$ cat config.mk
export PLATFORM = sky130hd
export DESIGN_NAME = bin2bcd_seq
export DESIGN_NICKNAME = d
export VERILOG_FILES = /design/src/rtl/bcd_pkg.sv /design/src/rtl/bcd_digit_adj.sv /design/src/rtl/bin2bcd_seq.sv
export SDC_FILE = /design/constraint.sdc
export NUM_CORES = 1
export LEC_CHECK = 0
export ABC_AREA = 1
export CORE_MARGIN = 2
export CORE_UTILIZATION = 54
export CTS_CLUSTER_DIAMETER = 100
export CTS_CLUSTER_SIZE = 12
export DETAILED_ROUTE_END_ITERATION = 8
export PLACE_DENSITY = 0.9
export SYNTH_ARGS = -nofsm -noshare
export SYNTH_HDL_FRONTEND = slang
export SYNTH_SLANG_ARGS = --single-unit
$ cat constraint.sdc
create_clock -name CLK -period 1.5 [get_ports CLK]
set_clock_uncertainty 0.1 [all_clocks]
set_input_delay 0.225 -clock CLK [delete_from_list [all_inputs] [get_ports CLK]]
set_output_delay 0.225 -clock CLK [all_outputs]
set_load 0.005 [all_outputs]
$ cat src/rtl/bcd_pkg.sv
// rtl/bcd_pkg.sv - shared constants, FSM encoding and helpers for the binary-to-BCD converter
package bcd_pkg;

  localparam int BCD_DIGIT_W = 4;
  localparam logic [BCD_DIGIT_W-1:0] ADJ_THRESH = 4'd5;
  localparam logic [BCD_DIGIT_W-1:0] ADJ_ADD    = 4'd3;

  typedef enum logic [1:0] {
    IDLE  = 2'd0,
    SHIFT = 2'd1,
    DONE  = 2'd2
  } bcd_state_t;

  // Decimal capacity of n digits, used to reject undersized DIGITS at elaboration.
  function automatic logic [63:0] pow10(input int n);
    logic [63:0] r;
    r = 64'd1;
    for (int i = 0; i < n; i++) begin
      r = r * 64'd10;
    end
    return r;
  endfunction

endpackage

$ cat src/rtl/bcd_digit_adj.sv
// rtl/bcd_digit_adj.sv - double-dabble digit correction: adds 3 to a BCD digit of 5 or more
module bcd_digit_adj
  import bcd_pkg::*;
(
  input  logic [BCD_DIGIT_W-1:0] i_digit,
  output logic [BCD_DIGIT_W-1:0] o_digit
);

  assign o_digit = (i_digit >= ADJ_THRESH) ? (i_digit + ADJ_ADD) : i_digit;

endmodule

$ cat src/rtl/bin2bcd_seq.sv
// rtl/bin2bcd_seq.sv - sequential shift-add-3 binary-to-BCD converter with valid/ready on both sides
// Optional two's-complement input handling is enabled by defining BIN2BCD_SIGNED_EN.
module bin2bcd_seq
  import bcd_pkg::*;
#(
  parameter int W      = 8,
  parameter int DIGITS = 3
) (
  input  logic                  CLK,
  input  logic                  RST,
  input  logic [W-1:0]          IN_BIN,
  input  logic                  IN_VALID,
  output logic                  IN_READY,
  output logic [4*DIGITS-1:0]   OUT_BCD,
  output logic                  OUT_NEG,
  output logic                  OUT_VALID,
  input  logic                  OUT_READY
);

  localparam int BCD_W = BCD_DIGIT_W * DIGITS;
  localparam int CNT_W = $clog2(W + 1);
  localparam logic [63:0] MAX_BIN = (64'd1 << W) - 64'd1;
  localparam logic [63:0] DEC_CAP = pow10(DIGITS);

  generate
    if (DEC_CAP <= MAX_BIN) begin : g_size_check
      $error("bin2bcd_seq: DIGITS too small for W");
    end
  endgenerate

  bcd_state_t r_state;
  bcd_state_t w_next_state;

  logic [W-1:0]     r_bin;
  logic [BCD_W-1:0] r_bcd;
  logic [CNT_W-1:0] r_cnt;
  logic [BCD_W-1:0] r_out_bcd;
  logic             r_out_valid;
  logic             w_in_ready;

  logic [BCD_W-1:0] w_bcd_adj;
  logic [BCD_W-1:0] w_bcd_shift;
  logic [W-1:0]     w_bin_shift;
  logic             w_unused_msb;
  logic             w_last;
  logic [W-1:0]     w_load;

  genvar g;
  generate
    for (g = 0; g < DIGITS; g++) begin : g_adj
      bcd_digit_adj u_adj (
        .i_digit (r_bcd[g*BCD_DIGIT_W +: BCD_DIGIT_W]),
        .o_digit (w_bcd_adj[g*BCD_DIGIT_W +: BCD_DIGIT_W])
      );
    end
  endgenerate

  // The bit shifted out of the top digit is always 0 once DIGITS is large enough.
  assign {w_unused_msb, w_bcd_shift, w_bin_shift} = {w_bcd_adj, r_bin, 1'b0};
  assign w_last = (r_cnt == CNT_W'(1));

`ifdef BIN2BCD_SIGNED_EN
  logic r_neg_pend;
  logic r_out_neg;
  assign w_load  = IN_BIN[W-1] ? (~IN_BIN + W'(1)) : IN_BIN;
  assign OUT_NEG = r_out_neg;
`else
  assign w_load  = IN_BIN;
  assign OUT_NEG = 1'b0;
`endif

  always_ff @(posedge CLK) begin
    if (RST) begin
      r_state <= IDLE;
    end else begin
      r_state <= w_next_state;
    end
  end

  always_comb begin
    w_next_state = r_state;
    case (r_state)
      IDLE:    if (IN_VALID)  w_next_state = SHIFT;
      SHIFT:   if (w_last)    w_next_state = DONE;
      DONE:    if (OUT_READY) w_next_state = IDLE;
      default: w_next_state = IDLE;
    endcase
  end

  always_comb begin
    w_in_ready = 1'b0;
    if (!RST && (r_state == IDLE)) begin
      w_in_ready = 1'b1;
    end
  end

  always_ff @(posedge CLK) begin
    if (RST) begin
      r_bin       <= '0;
      r_bcd       <= '0;
      r_cnt       <= '0;
      r_out_bcd   <= '0;
      r_out_valid <= 1'b0;
`ifdef BIN2BCD_SIGNED_EN
      r_neg_pend  <= 1'b0;
      r_out_neg   <= 1'b0;
`endif
    end else begin
      case (r_state)
        IDLE: begin
          if (IN_VALID) begin
            r_bin <= w_load;
            r_bcd <= '0;
            r_cnt <= CNT_W'(W);
`ifdef BIN2BCD_SIGNED_EN
            r_neg_pend <= IN_BIN[W-1];
`endif
          end
        end
        SHIFT: begin
          r_bcd <= w_bcd_shift;
          r_bin <= w_bin_shift;
          r_cnt <= r_cnt - CNT_W'(1);
          if (w_last) begin
            r_out_bcd   <= w_bcd_shift;
            r_out_valid <= 1'b1;
`ifdef BIN2BCD_SIGNED_EN
            r_out_neg   <= r_neg_pend;
`endif
          end
        end
        DONE: begin
          if (OUT_READY) begin
            r_out_valid <= 1'b0;
          end
        end
        default: begin
          r_out_valid <= 1'b0;
        end
      endcase
    end
  end

  assign IN_READY  = w_in_ready;
  assign OUT_BCD   = r_out_bcd;
  assign OUT_VALID = r_out_valid;

endmodule

==> flow_metrics.py <==
metrics = {
    "pwr": {
        "power.density_cell_area_nw_per_um2": 811,
        "total_power_uw": 1950,
        "leakage_uw": 0.00113,
        "vdd_ir_max_uv": 574,
    },
    "floorplan": {
        "rows": 21,
        "design.die.area_sq_um": 4080,
        "die_y_um": 63.9,
        "ioPinCount": 27,
        "die_w_um": 63.9,
        "core-area_sq_um": 3390,
        "initial_core_util_pct": 57.1,
    },
    "flow_run": {
        "max_cap_viol_count": 0,
    },
    "cts": {
        "cts.htree.levels": 2,
        "max-clock-path-buffers": 2,
        "tritoncts": "done",
        "clkSinkCount": 39,
        "cts_made_buffers": 5,
        "clk_root_buffer_cell": "sky130_fd_sc_hd__clkbuf_4",
        "worstSkewPairLatency_ns": 0.35,
        "cts-hold-fix-buffers": 0,
        "clkSlewWorstSetupHoldPaths_ns": 0.12,
    },
    "final_layout": {
        "num-fill-cells": 263,
        "final_net_count": 328,
        "post_layout_nonfiller_instances": 355,
        "synth_to_layout_area_growth_pct": 24.0,
        "seqCellArea_sq_um": 800,
        "num_antenna_cells": 0,
        "multi_input_area_sq_um": 971,
        "drive_above_1_share_pct": 20.7,
    },
    "synth": {
        "synth_most_common_cell": "sky130_fd_sc_hd__nand2_1",
        "synthesis.area_sq_um": 1940,
        "post_synth_arst_share_pct": 0,
        "syn_nets": 288,
        "ys_top_cells_by_area": "sky130_fd_sc_hd__dfxtp_1, sky130_fd_sc_hd__nand2_1, sky130_fd_sc_hd__a21oi_1",
        "synth.yosys.seq_area_share_pct": 40.3,
        "synth_top_area_cell": "sky130_fd_sc_hd__dfxtp_1",
        "ys_ff_latch": 39,
        "yosys_warnings": 0,
        "synth.cells.most_frequent": "sky130_fd_sc_hd__nand2_1, sky130_fd_sc_hd__dfxtp_1, sky130_fd_sc_hd__a21oi_1",
        "synth-edff-count": 0,
        "avgSynthCellArea_sq_um": 7.23,
        "netlist_instances": 268,
        "synth_top_cell_area_share_pct": 40.3,
        "post_synth_num_cell_types": 26,
        "ys.flop_type": "sky130_fd_sc_hd__dfxtp_1",
    },
    "sta": {
        "max_freq_mhz": 719,
        "grt_setup_unrepaired": "false",
        "setup_viol_count_final": 0,
        "slew_viol_final": 0,
        "fin_hold_ws_ns": 0.342,
        "time_the_final_worst_path_needs_with_i_o_delays_and_setup_ns": 1.39,
        "final_hold_viol_count": 0,
        "period_share_pct": 92.7,
    },
    "grt": {
        "grt.total_usage_pct": 21.9,
        "largest_net_degree_at_the_start_of_global_routing": 27,
        "grt_pass1_vias": 1608,
        "antenna_violations_before_repair": 0,
        "grt_pass1_wl_um": 7090,
        "globalRouteOverflowTotal": 0,
    },
    "critical_path": {
        "worstSetupStartpointType": "flip-flop",
        "critPathCaptureType": "flip-flop",
        "worstPathArrival_ns": 1.53,
        "critPathRequiredTime_ns": 1.64,
        "timing.critical_path.fanout_max": 4,
        "worst-setup-path-type": "flip-flop to flip-flop",
    },
    "placed_design": {
        "gpl.final_weighted_congestion": 0.830,
        "numPortBuffers": 25,
        "post-place-cells": 342,
        "detailed_place_hpwl_um": 2900,
    },
    "detailed_routing": {
        "drt_drc_violations_left": 0,
        "first_pass_detailed_route_iteration_total": 4,
        "postRouteWirelength_um": 4080,
        "post_drt_wl_per_cell_um": 11.5,
        "drt-vias-per-instance": 5.12,
        "num_vias": 1818,
        "drt_iter0_markers": 102,
        "route.antenna.remaining_nets": 0,
    },
    "status": {
        "run_status": "complete, no violations",
    },
    "hold_path": {
        "worst_hold_path_type": "primary input to flip-flop",
    },
}
==> registers in the layout, summed over array words and instances (netlist names) <==
name	cells
r_state	2
r_bin	8
OUT_BCD	12
OUT_VALID	1
r_cnt	4
r_bcd	12
==> per-stage QoR <==
stage	worst slack [ns]	instance area, sq um	utilization, %	setup TNS [ns]
final	0.109	2400	70.9	0
after global routing	0.000375	2400	70.9	0
after CTS	-0.00717	2380	70.2	-0.00717
after detailed placement	-0.144	2300	67.7	-1.95
after global placement	-0.115	2300	67.7	-1.44
after floorplan	0.166	1940	-	0
==> cells by family (layout without fill, tap and decap cells) <==
family,count (synthesis),after routing,synth area share [%]
flops,39,39,40.3
fa+ha+maj,8,8,5.17
buf+inv,42,83,10.3
other cells,1,1,0.194
simple gates,131,131,30.7
compound gates,47,47,13.3
==> timing repair <==
item / CTS / global route
buffers inserted: 4 / 1
setup endpoints to repair: 14 / 11
pin swaps: 0 / 1
gates resized for setup: 29 / 10
==> where the power goes <==
group | internal (uW) | switching [uW]
combinational | 147 | 182
clock | 183 | 330
sequential | 1080 | 25.2
==> layout by cell type (no fill, tap or decap), types with 2 or more instances in the layout <==
master	instances
sky130_fd_sc_hd__o21a_1	3
sky130_fd_sc_hd__inv_2	4
sky130_fd_sc_hd__clkdlybuf4s50_1	11
sky130_fd_sc_hd__buf_12	2
sky130_fd_sc_hd__inv_1	25
sky130_fd_sc_hd__ha_1	7
sky130_fd_sc_hd__buf_4	17
sky130_fd_sc_hd__dfxtp_1	24
sky130_fd_sc_hd__clkbuf_4	5
sky130_fd_sc_hd__dfxtp_2	15
sky130_fd_sc_hd__nand3_2	2
sky130_fd_sc_hd__nand2_2	5
sky130_fd_sc_hd__dlygate4sd2_1	12
sky130_fd_sc_hd__nand4_1	6
sky130_fd_sc_hd__o21ai_0	12
sky130_fd_sc_hd__a21oi_2	4
sky130_fd_sc_hd__a21oi_1	27
sky130_fd_sc_hd__nand3_1	19
sky130_fd_sc_hd__nor2_1	20
sky130_fd_sc_hd__nand2_1	73
sky130_fd_sc_hd__clkbuf_1	2
==> layer usage <==
metal	track usage, %	wire (um)	vias up
met1	26.7	1800	828
met2	37.4	2040	41
met4	7.88	57	0
li1	-	-	942
met3	5.28	181	7
met5	0	0	-
==> final cells by class <==
type	count	area share (%)
multi-input combinational	187	40.4
clock buffer	7	1.88
inverter	31	5.16
clock inverter	1	0.208
sequential	39	33.3
tap	46	2.40
timing repair buffer	44	16.7
==> final timing paths <==
check / start / endpoint / slack, ns / cells past startpoint
max: r_bcd[1]$_SDFFE_PP0P_ / OUT_BCD[1]$_SDFFE_PP0P_ / 0.11 / 8
min: IN_BIN[0] / r_bin[0]$_SDFFE_PP0P_ / 0.34 / 3
max reg2reg: r_bcd[1]$_SDFFE_PP0P_ / OUT_BCD[1]$_SDFFE_PP0P_ / 0.11 / 8
min reg2reg: r_bin[0]$_SDFFE_PP0P_ / r_bin[0]$_SDFFE_PP0P_ / 0.36 / 2
==> worst max-delay path, stage by stage (launching register included) <==
cell,delay [ns]
sky130_fd_sc_hd__dfxtp_1,0.34
sky130_fd_sc_hd__inv_1,0.11
sky130_fd_sc_hd__ha_1,0.18
sky130_fd_sc_hd__inv_1,0.04
sky130_fd_sc_hd__nand2_1,0.08
sky130_fd_sc_hd__buf_4,0.12
sky130_fd_sc_hd__nand4_1,0.10
sky130_fd_sc_hd__a21oi_1,0.16
sky130_fd_sc_hd__nor2_1,0.05
Power figures use the tool's default switching activity.
